$ cat config.mk
export PLATFORM = sky130hd
export DESIGN_NAME = video_from_fifo_ctrl
export DESIGN_NICKNAME = d
export VERILOG_FILES = /design/src/rtl/video_ddr_pkg.sv /design/src/rtl/video_edge_det.sv /design/src/rtl/video_from_fifo_ctrl.sv
export SDC_FILE = /design/constraint.sdc
export NUM_CORES = 1
export LEC_CHECK = 0
export ABC_AREA = 1
export BUFFER_PORTS_ARGS = -buffer_cell sky130_fd_sc_hd__buf_2
export CAP_MARGIN = 40
export CORE_ASPECT_RATIO = 1.5
export CORE_MARGIN = 1.5
export CORE_UTILIZATION = 49
export DETAILED_ROUTE_END_ITERATION = 10
export GPL_TIMING_DRIVEN = 0
export PLACE_DENSITY = 0.91
export SYNTH_ARGS = -nofsm -noshare
export SYNTH_HDL_FRONTEND = slang
export SYNTH_SLANG_ARGS = --single-unit
$ cat constraint.sdc
create_clock -name video_clk -period 1.5 [get_ports video_clk]
set_clock_uncertainty 0.15 [all_clocks]
set_input_delay 0.45 -clock video_clk [delete_from_list [all_inputs] [get_ports video_clk]]
set_output_delay 0.45 -clock video_clk [all_outputs]
set_load 0.02 [all_outputs]
$ cat src/rtl/video_ddr_pkg.sv
// Word format shared by the DDR write packer and the read-side unpacker.
package video_ddr_pkg;
    localparam int unsigned DEF_AXI4_DATA_WIDTH = 128;
    localparam int unsigned PIX_W               = 24;
    localparam int unsigned SLOT_W              = 32;
    localparam logic [7:0]  PAD_BYTE            = 8'hff;

    function automatic int unsigned pix_per_word(input int unsigned data_width);
        return data_width / SLOT_W;
    endfunction

    // LSB of pixel slot k; slot 0 sits at the MSB end, just below its pad byte.
    function automatic int unsigned pix_lsb(input int unsigned data_width, input int unsigned k);
        return data_width - SLOT_W * (k + 1);
    endfunction
endpackage

$ cat src/rtl/video_edge_det.sv
// Single-polarity edge detector; RISING selects rising (1) or falling (0) edges.
module video_edge_det #(
    parameter bit RISING = 1'b1
) (
    input  logic video_clk,
    input  logic video_rst_n,
    input  logic sig,
    output logic edge_c
);
    logic sig_q;

    always_ff @(posedge video_clk or negedge video_rst_n) begin
        if (!video_rst_n) sig_q <= 1'b0;
        else              sig_q <= sig;
    end

    assign edge_c = RISING ? (sig & ~sig_q) : (~sig & sig_q);
endmodule

$ cat src/rtl/video_from_fifo_ctrl.sv
// Unpacks DDR read-FIFO words into 24-bit pixels aligned to display timing.
// Optional VIDEO_FIFO_UNDERFLOW_CNT_EN adds a saturating per-frame underflow word counter.
module video_from_fifo_ctrl
    import video_ddr_pkg::*;
#(
    parameter int unsigned AXI4_DATA_WIDTH = DEF_AXI4_DATA_WIDTH,
    parameter logic [23:0] UNDERFLOW_RGB   = 24'h000000
) (
    input  logic                       video_clk,
    input  logic                       video_rst_n,
    input  logic                       video_vs_in,
    input  logic                       video_hs_in,
    input  logic                       video_de_in,
    input  logic [AXI4_DATA_WIDTH-1:0] fifo_data_in,
    input  logic                       fifo_empty,
    output logic                       fifo_rd_en,
    output logic                       video_vs_out,
    output logic                       video_hs_out,
    output logic                       video_de_out,
    output logic [23:0]                video_data_out,
    output logic                       line_req_valid,
    input  logic                       line_req_ready,
    output logic                       frame_start,
    output logic                       underflow_flag
`ifdef VIDEO_FIFO_UNDERFLOW_CNT_EN
    ,
    output logic [15:0]                underflow_cnt
`endif
);
    localparam int unsigned PPW   = pix_per_word(AXI4_DATA_WIDTH);
    localparam int unsigned CNT_W = (PPW > 1) ? $clog2(PPW) : 1;
    localparam logic [CNT_W-1:0] CNT_MAX = CNT_W'(PPW - 1);

    logic vs_rise_c, hs_fall_c, de_fall_c;
    logic word_start_c, underflow_c;

    logic [CNT_W-1:0]       pix_cnt, slot_d;
    logic                   pop_d, word_valid;
    logic                   vs_d1, hs_d1, de_d1;
    logic [PPW*PIX_W-1:0]   word_pix_c, word_reg, pix_src_c;
    logic [PPW*8-1:0]       unused_pad;
    logic [PIX_W-1:0]       pix_sel_c;

    video_edge_det #(.RISING(1'b1)) u_vs_edge (
        .video_clk(video_clk), .video_rst_n(video_rst_n), .sig(video_vs_in), .edge_c(vs_rise_c));
    video_edge_det #(.RISING(1'b0)) u_hs_edge (
        .video_clk(video_clk), .video_rst_n(video_rst_n), .sig(video_hs_in), .edge_c(hs_fall_c));
    video_edge_det #(.RISING(1'b0)) u_de_edge (
        .video_clk(video_clk), .video_rst_n(video_rst_n), .sig(video_de_in), .edge_c(de_fall_c));

    assign word_start_c = video_de_in & (pix_cnt == '0);
    assign underflow_c  = word_start_c & fifo_empty;
    // Gated by reset so a word is never lost while the block is held in reset.
    assign fifo_rd_en   = video_rst_n & word_start_c & ~fifo_empty;

    // Strip pad bytes; pixel 0 ends up at the MSB end of word_pix_c.
    for (genvar k = 0; k < PPW; k++) begin : g_unpack
        assign word_pix_c[(PPW-1-k)*PIX_W +: PIX_W] = fifo_data_in[pix_lsb(AXI4_DATA_WIDTH, k) +: PIX_W];
        assign unused_pad[k*8 +: 8] = fifo_data_in[pix_lsb(AXI4_DATA_WIDTH, k) + PIX_W +: 8];
    end

    // Slot 0 is taken straight from the FIFO the cycle its data lands.
    assign pix_src_c = (slot_d == '0) ? word_pix_c : word_reg;

    always_comb begin
        pix_sel_c = '0;
        for (int unsigned k = 0; k < PPW; k++) begin
            if (slot_d == CNT_W'(k)) pix_sel_c = pix_src_c[(PPW-1-k)*PIX_W +: PIX_W];
        end
    end

    // Stage 1: slot tracking, word capture and timing delay.
    always_ff @(posedge video_clk or negedge video_rst_n) begin
        if (!video_rst_n) begin
            pix_cnt    <= '0;
            slot_d     <= '0;
            pop_d      <= 1'b0;
            word_valid <= 1'b0;
            word_reg   <= '0;
            vs_d1      <= 1'b0;
            hs_d1      <= 1'b0;
            de_d1      <= 1'b0;
        end else begin
            vs_d1  <= video_vs_in;
            hs_d1  <= video_hs_in;
            de_d1  <= video_de_in;
            pop_d  <= fifo_rd_en;
            slot_d <= pix_cnt;
            if (video_de_in)    pix_cnt <= (pix_cnt == CNT_MAX) ? '0 : pix_cnt + CNT_W'(1);
            else if (de_fall_c) pix_cnt <= '0;
            if (word_start_c)   word_valid <= ~fifo_empty;
            if (pop_d)          word_reg <= word_pix_c;
        end
    end

    // Stage 2: registered outputs and line/frame control.
    always_ff @(posedge video_clk or negedge video_rst_n) begin
        if (!video_rst_n) begin
            video_vs_out   <= 1'b0;
            video_hs_out   <= 1'b0;
            video_de_out   <= 1'b0;
            video_data_out <= '0;
            frame_start    <= 1'b0;
            underflow_flag <= 1'b0;
            line_req_valid <= 1'b0;
        end else begin
            video_vs_out   <= vs_d1;
            video_hs_out   <= hs_d1;
            video_de_out   <= de_d1;
            video_data_out <= !de_d1 ? '0 : (word_valid ? pix_sel_c : UNDERFLOW_RGB);
            frame_start    <= vs_rise_c;
            if (vs_rise_c)        underflow_flag <= 1'b0;
            else if (underflow_c) underflow_flag <= 1'b1;
            if (vs_rise_c)                             line_req_valid <= 1'b0;
            else if (line_req_valid && line_req_ready) line_req_valid <= 1'b0;
            else if (hs_fall_c && !video_vs_in)        line_req_valid <= 1'b1;
        end
    end

`ifdef VIDEO_FIFO_UNDERFLOW_CNT_EN
    always_ff @(posedge video_clk or negedge video_rst_n) begin
        if (!video_rst_n)                              underflow_cnt <= '0;
        else if (vs_rise_c)                            underflow_cnt <= '0;
        else if (underflow_c && underflow_cnt != '1)   underflow_cnt <= underflow_cnt + 16'd1;
    end
`endif
endmodule

==> impl_metrics.ini <==
[outcome]
violations = negative hold slack, negative setup slack
status = finished, violations left

[sta]
worst_hold_slack_ps = -133
post-route-period-util = 1.36
finalHoldViolations = 42
tightest_slew_ps = 461
finalSetupViolations = 1
fmax_mhz = 490
setup_slack_ps = -541
rsz0062_at_grt = true
slew_violations = 0
relSlewSlack = 0.693
finalCriticalPeriod_ps = 2040

[setup_path]
critPathLaunchType = flop
crit_buf_inv = 2
crit_required_ps = 900
path_max_fanout = 3
critPathArrivalTime_ps = 1440
slowest_delay_ps = 420
cp_top_family = flip-flops
worst_path_max_delay_cell = dfrtp_1
crit_path_end_kind = output pin
worstPathCellList = inv_2 > ha_4 > nand2_4 > nor3b_4 > buf_6
worstSetupPathType = flop to output pin

[power]
leakage_uw = 0.00318
comb_power_share = 0.257
seqPwrFrac = 0.468
irDropWorstVdd_mv = 1.11
p_int_uw = 6360
p_switching_uw = 2740
clockPowerShare = 0.276
p_per_area_mw_per_mm2 = 1510
swShare = 0.302

[finish]
fin_util = 0.644
final_cells = 747
multi_input_area_mm2 = 0.00153
seq_area_mm2 = 0.00278
drive_gt1_frac = 0.359
nNetsFinal = 764
area_growth_pct = 26.9
nFillCells = 724
largest_register_ffs = 72

[yosys]
synth.avg_cell_area_um2 = 9.92
ys_types = 22
ys_ff_latch = 111
syn_inst = 479
ys_warn_count = 0
yosysSeqAreaShare = 0.585
syn-num-nets = 615
synth_area_mm2 = 0.00475

[place]
gp_congestion = 0.909
hpwl_mm = 8.97
dp_slack_ps = -522
place_inst = 725
portBuffers = 133

[die]
die_w_um = 83.4
rows = 43
initial_core_util = 0.508
core_region_area_mm2 = 0.00936
die_area_mm2 = 0.0103
num_io_pins = 166
die_y_um = 124

[clock_network]
cts_sinks = 111
clk_pin_slew_ps = 70
numCtsBuffers = 9
ctsRootBufferMaster = clkbuf_16
cts_tree = done
clk_path_buf_depth = 2
clkLatencyLatePin_ps = 350
htree_levels = 3

[job]
maxCapViolCount = 0

[routing]
antenna_left = 0
first_pass_iters = 6
via_per_inst = 5.23
wire_per_inst_um = 16.2
drc_errors = 0
drtIter0Drc = 338
dr_total_vias = 3906
totalWireLength_mm = 12.1

[global_routing]
grtUsageTotal = 0.237
grt_pass1_wl_mm = 18.7
grt_max_degree = 70
grt.overflow.total = 0
antenna_found_initial = 2
grt_pass1_vias = 4018

[worst_hold_path]
hp-class = input pin to async pin
power groups by stage:
| stage | Combinational, uW | Clock, uW | Sequential [uW] |
|---|---|---|---|
| after detailed placement | 2220 | 0 | 4280 |
| after CTS | 2260 | 2540 | 4240 |
| after floorplan | 1380 | 0 | 4300 |
| after global placement | 2090 | 0 | 4230 |
| final | 2330 | 2510 | 4250 |
| after global routing | 2580 | 2660 | 4340 |
layout by cell type, fill, tap and decap left out, types with 13 or more instances in the layout:
cell / instances
nand3_1: 34
o21ai_0: 54
buf_2: 134
inv_1: 64
mux2_2: 37
a31oi_1: 13
buf_6: 20
dfrtp_1: 109
a21oi_1: 13
nand2_1: 104
through the flow:
stage	hold WS (ps)	TNS (ps)	area (um^2)	total power (uW)
after CTS	-124	-485	5950	9040
after global placement	215	-151820	5570	6320
final	-133	-541	6030	9100
after detailed placement	219	-522	5600	6500
after floorplan	4.41	-80.7	4770	5680
after global routing	-106	-620	6030	9580
what timing repair did:
item / CTS / global route
buffers inserted: 1 / 4
gates resized for setup: 8 / 17
pin swaps: 2 / 2
hold endpoints to repair: 42 / 42
setup endpoints to repair: 3 / 9
cell type report:
cell class / instances / share of cell area
plain buffers: 29 / 0.0361
well taps: 112 / 0.0232
repair buffers: 139 / 0.131
clock inverters: 5 / 0.0137
diodes: 2 / 0.000830
flip-flops and latches: 111 / 0.461
clock buffers: 11 / 0.0386
multi-input cells: 271 / 0.254
inverters: 67 / 0.0421
kinds of logic after synthesis:
family	share of synthesized area
flip-flops	0.585
AND/OR/NAND/NOR	0.129
AO/OA/AOI/OAI	0.0958
multiplexers	0.0877
adder cells (fa/ha/maj)	0.00263
buffers and inverters	0.100
worst paths after layout:
path / start / to / slack, ps / cells after the start
max: pix_cnt[0] / fifo_rd_en / -540 / 5
min: video_rst_n / u_vs_edge.sig_q / -130 / 1
max reg2reg: pop_d / word_reg[31] / 60 / 3
min reg2reg: u_hs_edge.sig_q / video_hs_out / 230 / 0
max in group asynchronous: video_rst_n / word_reg[42] / 680 / 2
min in group video_clk: video_vs_in / u_vs_edge.sig_q / 70 / 1
metal layers:
metal  up-vias  global-route usage  routed length, um
li1       1838                   -                  -
met1      1852               0.267               4530
met2       174               0.417               6360
met3        42              0.0490                693
met4         0               0.140                507
met5         -                   0                  0
cell usage after synthesis, drive strengths merged:
library cell    n  area share
nand2         105       0.083
ha              1      0.0026
inv            67       0.053
clkbuf          5      0.0042
nor2            4      0.0063
nand3          34       0.036
buf            25       0.042
a21oi          13       0.014
a22o            1      0.0018
mux2           37       0.088
o21ai          60       0.063
dfrtp         111        0.58
a31oi          13       0.017
nor3b           1      0.0016
nand4           1      0.0013
or2             1      0.0013
(Power assumes the default switching activity.)
